===== src/rtl/approx_mul_err_monitor.sv =====
// ---------------------------------------------------------------------------
// approx_mul_err_monitor
//
// On-chip result checker for signed approximate multipliers. Each accepted
// sample carries the operands and the approximate product under test. The
// monitor recomputes the exact signed product and accumulates run statistics:
// the number of samples, the number of erroneous samples, the saturating sum
// of |exact - approx| and the maximum |exact - approx|.
//
// Ports
//   clk, rst       clock (rising edge) and synchronous active-high reset
//   start          pulse: clear stats, latch num_samples, begin a run
//   num_samples    samples to accept in this run (sampled on start)
//   in_valid       sample valid (in_a, in_b, in_prod)
//   in_ready       monitor can accept a sample this cycle
//   in_a, in_b     signed operands, N bits
//   in_prod        signed approximate product, 2N bits
//   busy           run in progress (RUN or DRAIN)
//   done           statistics final, held until the next start or rst
//   sample_cnt     samples accumulated so far
//   err_cnt        samples whose in_prod differs from the exact product
//   sum_abs_err    sum of |exact - in_prod|, saturates at all-ones
//   max_abs_err    largest |exact - in_prod| seen this run
//   dbg_state_o    current FSM state (IDLE=0, RUN=1, DRAIN=2, DONE=3)
//
// Handshake: a sample is transferred on a rising edge where in_valid and
// in_ready are both 1 and start is 0. in_ready does not depend on in_valid.
// in_valid while in_ready is 0 is ignored; a transfer coinciding with start
// is discarded because start restarts the run.
// ---------------------------------------------------------------------------
module approx_mul_err_monitor #(
    parameter int N     = 32,
    parameter int CNT_W = 32,
    parameter int SUM_W = 96
) (
    input  logic               clk,
    input  logic               rst,
    input  logic               start,
    input  logic [CNT_W-1:0]   num_samples,
    input  logic               in_valid,
    output logic               in_ready,
    input  logic [N-1:0]       in_a,
    input  logic [N-1:0]       in_b,
    input  logic [2*N-1:0]     in_prod,
    output logic               busy,
    output logic               done,
    output logic [CNT_W-1:0]   sample_cnt,
    output logic [CNT_W-1:0]   err_cnt,
    output logic [SUM_W-1:0]   sum_abs_err,
    output logic [2*N-1:0]     max_abs_err,
    output logic [1:0]         dbg_state_o
);

    localparam int W2 = 2 * N;

    typedef enum logic [1:0] {
        ST_IDLE  = 2'd0,
        ST_RUN   = 2'd1,
        ST_DRAIN = 2'd2,
        ST_DONE  = 2'd3
    } state_t;

    state_t state_q, state_d;

    logic [CNT_W-1:0] num_q;
    logic [CNT_W-1:0] accepted_q;
    logic             run_open;
    logic             accept;

    // Pipeline registers
    logic             s1_v_q, s2_v_q, s3_v_q;
    logic [N-1:0]     a1_q, b1_q;
    logic [W2-1:0]    p1_q;
    logic [W2-1:0]    exact2_q, p2_q;
    logic [W2-1:0]    ad3_q;

    // Statistics
    logic [CNT_W-1:0] sample_cnt_q, err_cnt_q;
    logic [SUM_W-1:0] sum_q;
    logic [W2-1:0]    max_q;

    // Combinational datapath
    logic signed [W2-1:0] a_ext, b_ext;
    logic        [W2-1:0] exact_d;
    logic        [W2:0]   diff;
    logic        [W2:0]   neg_diff;
    logic        [W2-1:0] ad_d;
    logic        [SUM_W:0] sum_ext;
    logic        [SUM_W-1:0] sum_d;

    assign run_open = (state_q == ST_RUN) && (accepted_q < num_q);
    assign accept   = in_valid && run_open && !start;

    // ------------------------------------------------------------------
    // FSM
    // ------------------------------------------------------------------
    always_ff @(posedge clk) begin
        if (rst) begin
            state_q <= ST_IDLE;
        end else begin
            state_q <= state_d;
        end
    end

    always_comb begin
        state_d  = state_q;
        in_ready = 1'b0;
        busy     = 1'b0;
        done     = 1'b0;
        case (state_q)
            ST_IDLE: begin
            end
            ST_RUN: begin
                in_ready = run_open;
                busy     = 1'b1;
                if (accept && ((accepted_q + CNT_W'(1)) == num_q)) begin
                    state_d = ST_DRAIN;
                end
            end
            ST_DRAIN: begin
                busy = 1'b1;
                // S1/S2 empty means the last sample sits in S3 and folds into
                // the stats on this edge, so done lines up with the final update.
                if (!s1_v_q && !s2_v_q) begin
                    state_d = ST_DONE;
                end
            end
            ST_DONE: begin
                done = 1'b1;
            end
            default: begin
                state_d = ST_IDLE;
            end
        endcase
        if (start) begin
            state_d = (num_samples == '0) ? ST_DONE : ST_RUN;
        end
    end

    assign dbg_state_o = state_q;

    // ------------------------------------------------------------------
    // Datapath arithmetic
    // ------------------------------------------------------------------
    always_comb begin
        // Sign-extend first so the product is evaluated at full 2N width.
        a_ext    = {{N{a1_q[N-1]}}, a1_q};
        b_ext    = {{N{b1_q[N-1]}}, b1_q};
        exact_d  = a_ext * b_ext;
        // One extra bit keeps exact - prod from overflowing; |d| always fits
        // back into 2N bits, so the truncation below is lossless.
        diff     = {exact2_q[W2-1], exact2_q} - {p2_q[W2-1], p2_q};
        neg_diff = -diff;
        ad_d     = diff[W2] ? neg_diff[W2-1:0] : diff[W2-1:0];
        sum_ext  = {1'b0, sum_q} + {{(SUM_W + 1 - W2){1'b0}}, ad3_q};
        sum_d    = sum_ext[SUM_W] ? {SUM_W{1'b1}} : sum_ext[SUM_W-1:0];
    end

    // Data registers carry no reset; only the valid bits qualify them.
    always_ff @(posedge clk) begin
        if (accept) begin
            a1_q <= in_a;
            b1_q <= in_b;
            p1_q <= in_prod;
        end
        exact2_q <= exact_d;
        p2_q     <= p1_q;
        ad3_q    <= ad_d;
    end

    // ------------------------------------------------------------------
    // Control, valids and statistics
    // ------------------------------------------------------------------
    always_ff @(posedge clk) begin
        if (rst) begin
            num_q        <= '0;
            accepted_q   <= '0;
            s1_v_q       <= 1'b0;
            s2_v_q       <= 1'b0;
            s3_v_q       <= 1'b0;
            sample_cnt_q <= '0;
            err_cnt_q    <= '0;
            sum_q        <= '0;
            max_q        <= '0;
        end else if (start) begin
            num_q        <= num_samples;
            accepted_q   <= '0;
            s1_v_q       <= 1'b0;
            s2_v_q       <= 1'b0;
            s3_v_q       <= 1'b0;
            sample_cnt_q <= '0;
            err_cnt_q    <= '0;
            sum_q        <= '0;
            max_q        <= '0;
        end else begin
            s1_v_q <= accept;
            s2_v_q <= s1_v_q;
            s3_v_q <= s2_v_q;
            if (accept) begin
                accepted_q <= accepted_q + CNT_W'(1);
            end
            if (s3_v_q) begin
                sample_cnt_q <= sample_cnt_q + CNT_W'(1);
                if (ad3_q != '0) begin
                    err_cnt_q <= err_cnt_q + CNT_W'(1);
                end
                sum_q <= sum_d;
                if (ad3_q > max_q) begin
                    max_q <= ad3_q;
                end
            end
        end
    end

    assign sample_cnt  = sample_cnt_q;
    assign err_cnt     = err_cnt_q;
    assign sum_abs_err = sum_q;
    assign max_abs_err = max_q;

endmodule

===== config.mk =====
export PLATFORM = sky130hd
export DESIGN_NAME = approx_mul_err_monitor
export DESIGN_NICKNAME = d
export VERILOG_FILES = /design/src/rtl/approx_mul_err_monitor.sv
export SDC_FILE = /design/constraint.sdc
export NUM_CORES = 2
export LEC_CHECK = 0
export ABC_AREA = 1
export BUFFER_PORTS_ARGS = -buffer_cell sky130_fd_sc_hd__buf_2
export CAP_MARGIN = 5
export CORE_MARGIN = 8
export CORE_UTILIZATION = 50
export DETAILED_ROUTE_END_ITERATION = 10
export GPL_TIMING_DRIVEN = 0
export MAX_ROUTING_LAYER = met4
export PLACE_DENSITY = 0.75
export SLEW_MARGIN = 0
export SYNTH_ARGS = -nofsm -noshare
export SYNTH_HDL_FRONTEND = slang
export SYNTH_SLANG_ARGS = --single-unit

===== constraint.sdc =====
create_clock -name clk -period 11.9 [get_ports clk]
set_input_delay 1.785 -clock clk [delete_from_list [all_inputs] [get_ports clk]]
set_output_delay 1.785 -clock clk [all_outputs]
set_load 0.05 [all_outputs]

Yosys cells after proc, flatten, opt, wreduce, memory -nomap -nowiden:

Cells that the tools add are included.
W data, S select, Z words.

* add/subtract/negate cells: 6
* multiply operators: 1
* $lt $le $gt $ge: 2
* eq/ne operators: 6
* multiplexer cells: 10
* reductions and logical operators: 16

Operators with widths (count)
* $add A96 B64 Y97: 1
* $add A32 B1 Y32 const B: 3
* $mux W96: 1
* $sub A64 B64 Y65: 1
* $gt A64 B64 Y1: 1
* $mul A32 B32 Y64: 1
* $mux W64: 1
* $neg A64 Y64: 1
* $reduce_bool A64 Y1: 1
* $eq A32 B32 Y1: 1
* $logic_not A32 Y1: 1
* $lt A32 B32 Y1: 1
* $mux W2: 4
* $logic_and A1 B1 Y1: 5
* $eq A2 B2 Y1 const B: 2
* $pmux W2 S2: 1
* $reduce_and A2 Y1: 2
* $reduce_or A2 Y1: 2
* $logic_not A1 Y1: 3
* $mux W1: 3
* $ne A3 B2 Y1 const B: 1
* $ne A3 B3 Y1 const B: 1
* $reduce_and A3 Y1: 1
* $reduce_bool A3 Y1: 1
* $eq A2 B1 Y1 const B: 1

* flip-flop bits (word level): 613
* output and inout bits: 229
* word-level logic and storage cells: 57

Longest topological paths before layout:

* depth in word-level cells: 8
* mapped depth: 32

Worst setup path before layout:

Ideal clock, no wire load.

* path type: flip-flop to flip-flop
* from: reg a1_q[31]
* to: reg exact2_q[63]
* setup time: 0.123 ns
* arrival: 7.232 ns
* required time: 11.777 ns
* path slack: 4.544 ns
* stages on the path, launching flop included: 23
* path buffers: 1
* clock period less this slack: 7.356 ns
* cells stage by stage: edfxtp_1 > clkbuf_1 > nand2_1 > fa_1 > fa_1 > inv_1 > fa_1 > inv_1 > fa_1 > fa_1 > fa_1 > fa_1 > fa_1 > inv_1 > ha_1 > nand2_1 > nor2_1 > inv_1 > nor4_1 > nand2_1 > nor4_1 > a21oi_1 > xor2_1

* cells in the longest elaborated chain, start to end: 1

RTL lines
* start: declaration: line 72 `logic [N-1:0] a1_q, b1_q;`
* start signal: assignment: line 162 `a1_q <= in_a;`
* $mul A32 B32 Y64: line 149 `exact_d = a_ext * b_ext;`
* named net exact_d[63]: line 84 `logic [W2-1:0] exact_d;`
* end signal: assignment: line 166 `exact2_q <= exact_d;`
* end: declaration: line 74 `logic [W2-1:0] exact2_q, p2_q;`

The timed path passes the listed nets, and every way through them passes these cells.
A chain may end at the register's enable or synchronous reset.

Worst setup path in the final report:

* from: reg a1_q[31]
* to: reg exact2_q[55]

Same word-level chain as after synthesis.

==> flow_summary_export.csv <==
group,metric,value,unit
detailed_routing,antenna_left,0,
clock_network,clk_pin_slew,0.07,ns
logic_synthesis,synth-seq-cells,613,
critical_path,r2r.worst_path.cells,25,
sta,drv_slew,0,
critical_path,startpoint_type,"register",
detailed_routing,viasPerCell,5.53,
clock_network,cts_tree,"done",
clock_network,cts_hold_buf,0,
worst_hold_path,min_path_cells,0,
detailed_routing,vias,69300,
run,cap_violations,0,
sta,setup_viol,0,
critical_path,crit_path_end_kind,"register",
global_route,grt_use_total,0.373,
logic_synthesis,ys_types,62,
sta,slew_headroom,0.0765,
detailed_routing,drc,0,
cells_and_area,drive_gt1_frac,0.0591,
global_route,grt_max_degree,69,
cells_and_area,nets,12200,
logic_synthesis,postSynthAreaPerCell,7.42,µm²
floorplanning,rows,141,
sta,timing.fmax,0.103,GHz
logic_synthesis,ys_async_sr_fraction,0,
logic_synthesis,ys_warn_count,0,
cells_and_area,synthToLayoutAreaGrowth,9.57,%
critical_path,cpMostUsedCell,"fa_1",
clock_network,cts_root_buffer,"clkbuf_16",
critical_path,crit_slowest_cell,"fa_1",
global_route,antenna_found_initial,16,
logic_synthesis,synth_ff_type,"dfxtp_1",
worst_hold_path,holdCritPathClass,"reg -> reg",
critical_path,crit_required,12.43,ns
clock_network,cts_buffers,73,
detailed_routing,drt-wirelength-per-cell,23.8,µm
sta,skew,0.0409,ns
detailed_routing,wirelength,298,mm
global_route,overflow,0,
floorplanning,io_pins,393,
clock_network,h-tree-depth,3,
floorplanning,dieArea,162000,µm²
sta,period_needed,9.70,ns
logic_synthesis,synth.net_count,11700,
critical_path,worst-path-buf-inv,7,
clock_network,ctsResizeCount,0,
logic_synthesis,synth_area,74600,µm²
status,status,"finished, final reports clean",
sta,rsz0062_at_grt,"false",
sta,finalHoldViolCount,0,
detailed_routing,first_pass_iters,6,
clock_network,cts_setup_buffers,0,
placement,io_buffers,391,
logic_synthesis,ys_seq_area_frac,0.182,
floorplanning,die_x,402,µm
global_route,grt_pass1_wl,441,mm
critical_path,critPathMaxFanout,11,
placement,gp_congestion,1.09,
critical_path,crit_cells,25,
sta,worst_slew_pin_slew,1.39,ns
floorplanning,initial_core_util,0.504,
logic_synthesis,syn_inst,10100,
critical_path,max_stage_delay,1.30,ns
detailed_routing,drt_iter0_drc,7684,
clock_network,clk_latency,0.72,ns
floorplanning,core-area,148000,µm²
floorplanning,die_h,402,µm
critical_path,critPathTopFamily,"adder cells",
placement,hpwl,250,mm
global_route,grt_pass1_vias,69400,
logic_synthesis,synth_edf_count,128,
sta,totalNegativeSetupSlack,0,ns
clock_network,clk_path_buf_depth,3,
critical_path,cp.arrival,10.23,ns
sta,period_share,0.815,
clock_network,cts.sinks,613,
sta,timing.hold.ws,0.336,ns
critical_path,crit_type,"reg -> reg",
cells_and_area,nFillCells,14300,
==> logic make-up (layout without fill, tap and decap cells) <==
group	count (synthesis)	in the layout	share of synthesized area
adders and majority gates	1499	1499	0.361
and+or+nand+nor	3901	3901	0.213
AOI/OAI and AO/OA	1067	1067	0.0781
buffers and inverters	2741	3272	0.138
xor gates and xnor gates	233	233	0.0279
DFF	613	613	0.182
other	0	20	0
==> layout by cell type, fill, tap and decap left out, drive strengths merged, types with 9 or more instances in the layout <==
master and count:
a211oi 13, a21boi 12, a21o 32, a21oi 510, a31oi 49, buf 417, bufinv 9, clkbuf 347
clkinv 19, dfxtp 485, diode 20, edfxtp 128, fa 1084, ha 415, inv 2473, nand2 2619
nand3 237, nand3b 17, nand4 115, nor2 704, nor3 120, nor4 60, o211ai 20, o21a 14
o21ai 365, o21bai 28, or2 12, xnor2 87, xor2 144
==> metrics by stage <==
stage           util  instance area [µm²]  setup slack (ns)  cells
2_1_floorplan      -                74600              4.54  10100
3_3_place_gp   0.534                78900              2.58  12400
3_5_place_dp   0.534                79000              2.45  12400
4_1_cts        0.552                81600              2.37  12500
5_1_grt        0.552                81700              1.91  12500
6_report       0.553                81700              2.20  12500
==> registers in the layout, indices dropped and copies added, names as in the netlist <==
| signal | count |
|---|---|
| sum_abs_err | 96 |
| ad3_q | 64 |
| exact2_q | 64 |
| max_abs_err | 64 |
| p1_q | 64 |
| p2_q | 64 |
| a1_q | 32 |
| accepted_q | 32 |
| b1_q | 32 |
| err_cnt | 32 |
| num_q | 32 |
| sample_cnt | 32 |
| dbg_state_o | 2 |
| s1_v_q | 1 |
| s2_v_q | 1 |
| s3_v_q | 1 |
==> Yosys cell counts, drive strengths merged (128+ instances only) <==
cell type	number	area, µm²
nand2	2619	9880
inv	2457	9220
fa	1084	21700
nor2	704	2760
a21oi	510	2580
dfxtp	485	9710
ha	415	5190
o21ai	365	1830
clkbuf	261	980
nand3	237	1230
xor2	144	1260
edfxtp	128	3840
==> layout make-up <==
type	count	area, µm²	area share
timing repair buffer	395	2030	0.0249
tap	1930	2410	0.0296
buffer	283	1090	0.0133
sequential	613	13600	0.166
clock buffer	86	2000	0.0245
inverter	2458	9230	0.113
multi-input combinational	6700	50700	0.621
clock inverter	50	637	0.00780
antenna	20	50.0	0.000613
==> final timing paths <==
path | from | end | slack [ns]
worst max-delay path | a1_q[31] | exact2_q[55] | 2.20
worst max register to register | a1_q[31] | exact2_q[55] | 2.20
worst min register to register | p1_q[38] | p2_q[38] | 0.34
worst min-delay path | p1_q[38] | p2_q[38] | 0.34
==> per-layer routing <==
metal / wire [µm] / up-vias / global-route usage
met5: 0 / - / -
met4: 20000 / 0 / 0.193
met3: 33700 / 805 / 0.0924
met2: 125000 / 3725 / 0.544
met1: 119000 / 33600 / 0.482
li1: - / 31200 / -
Power is left out: the tool's default activity adds up to more than one toggle a clock period on the data nets, which glitch-free logic cannot reach.
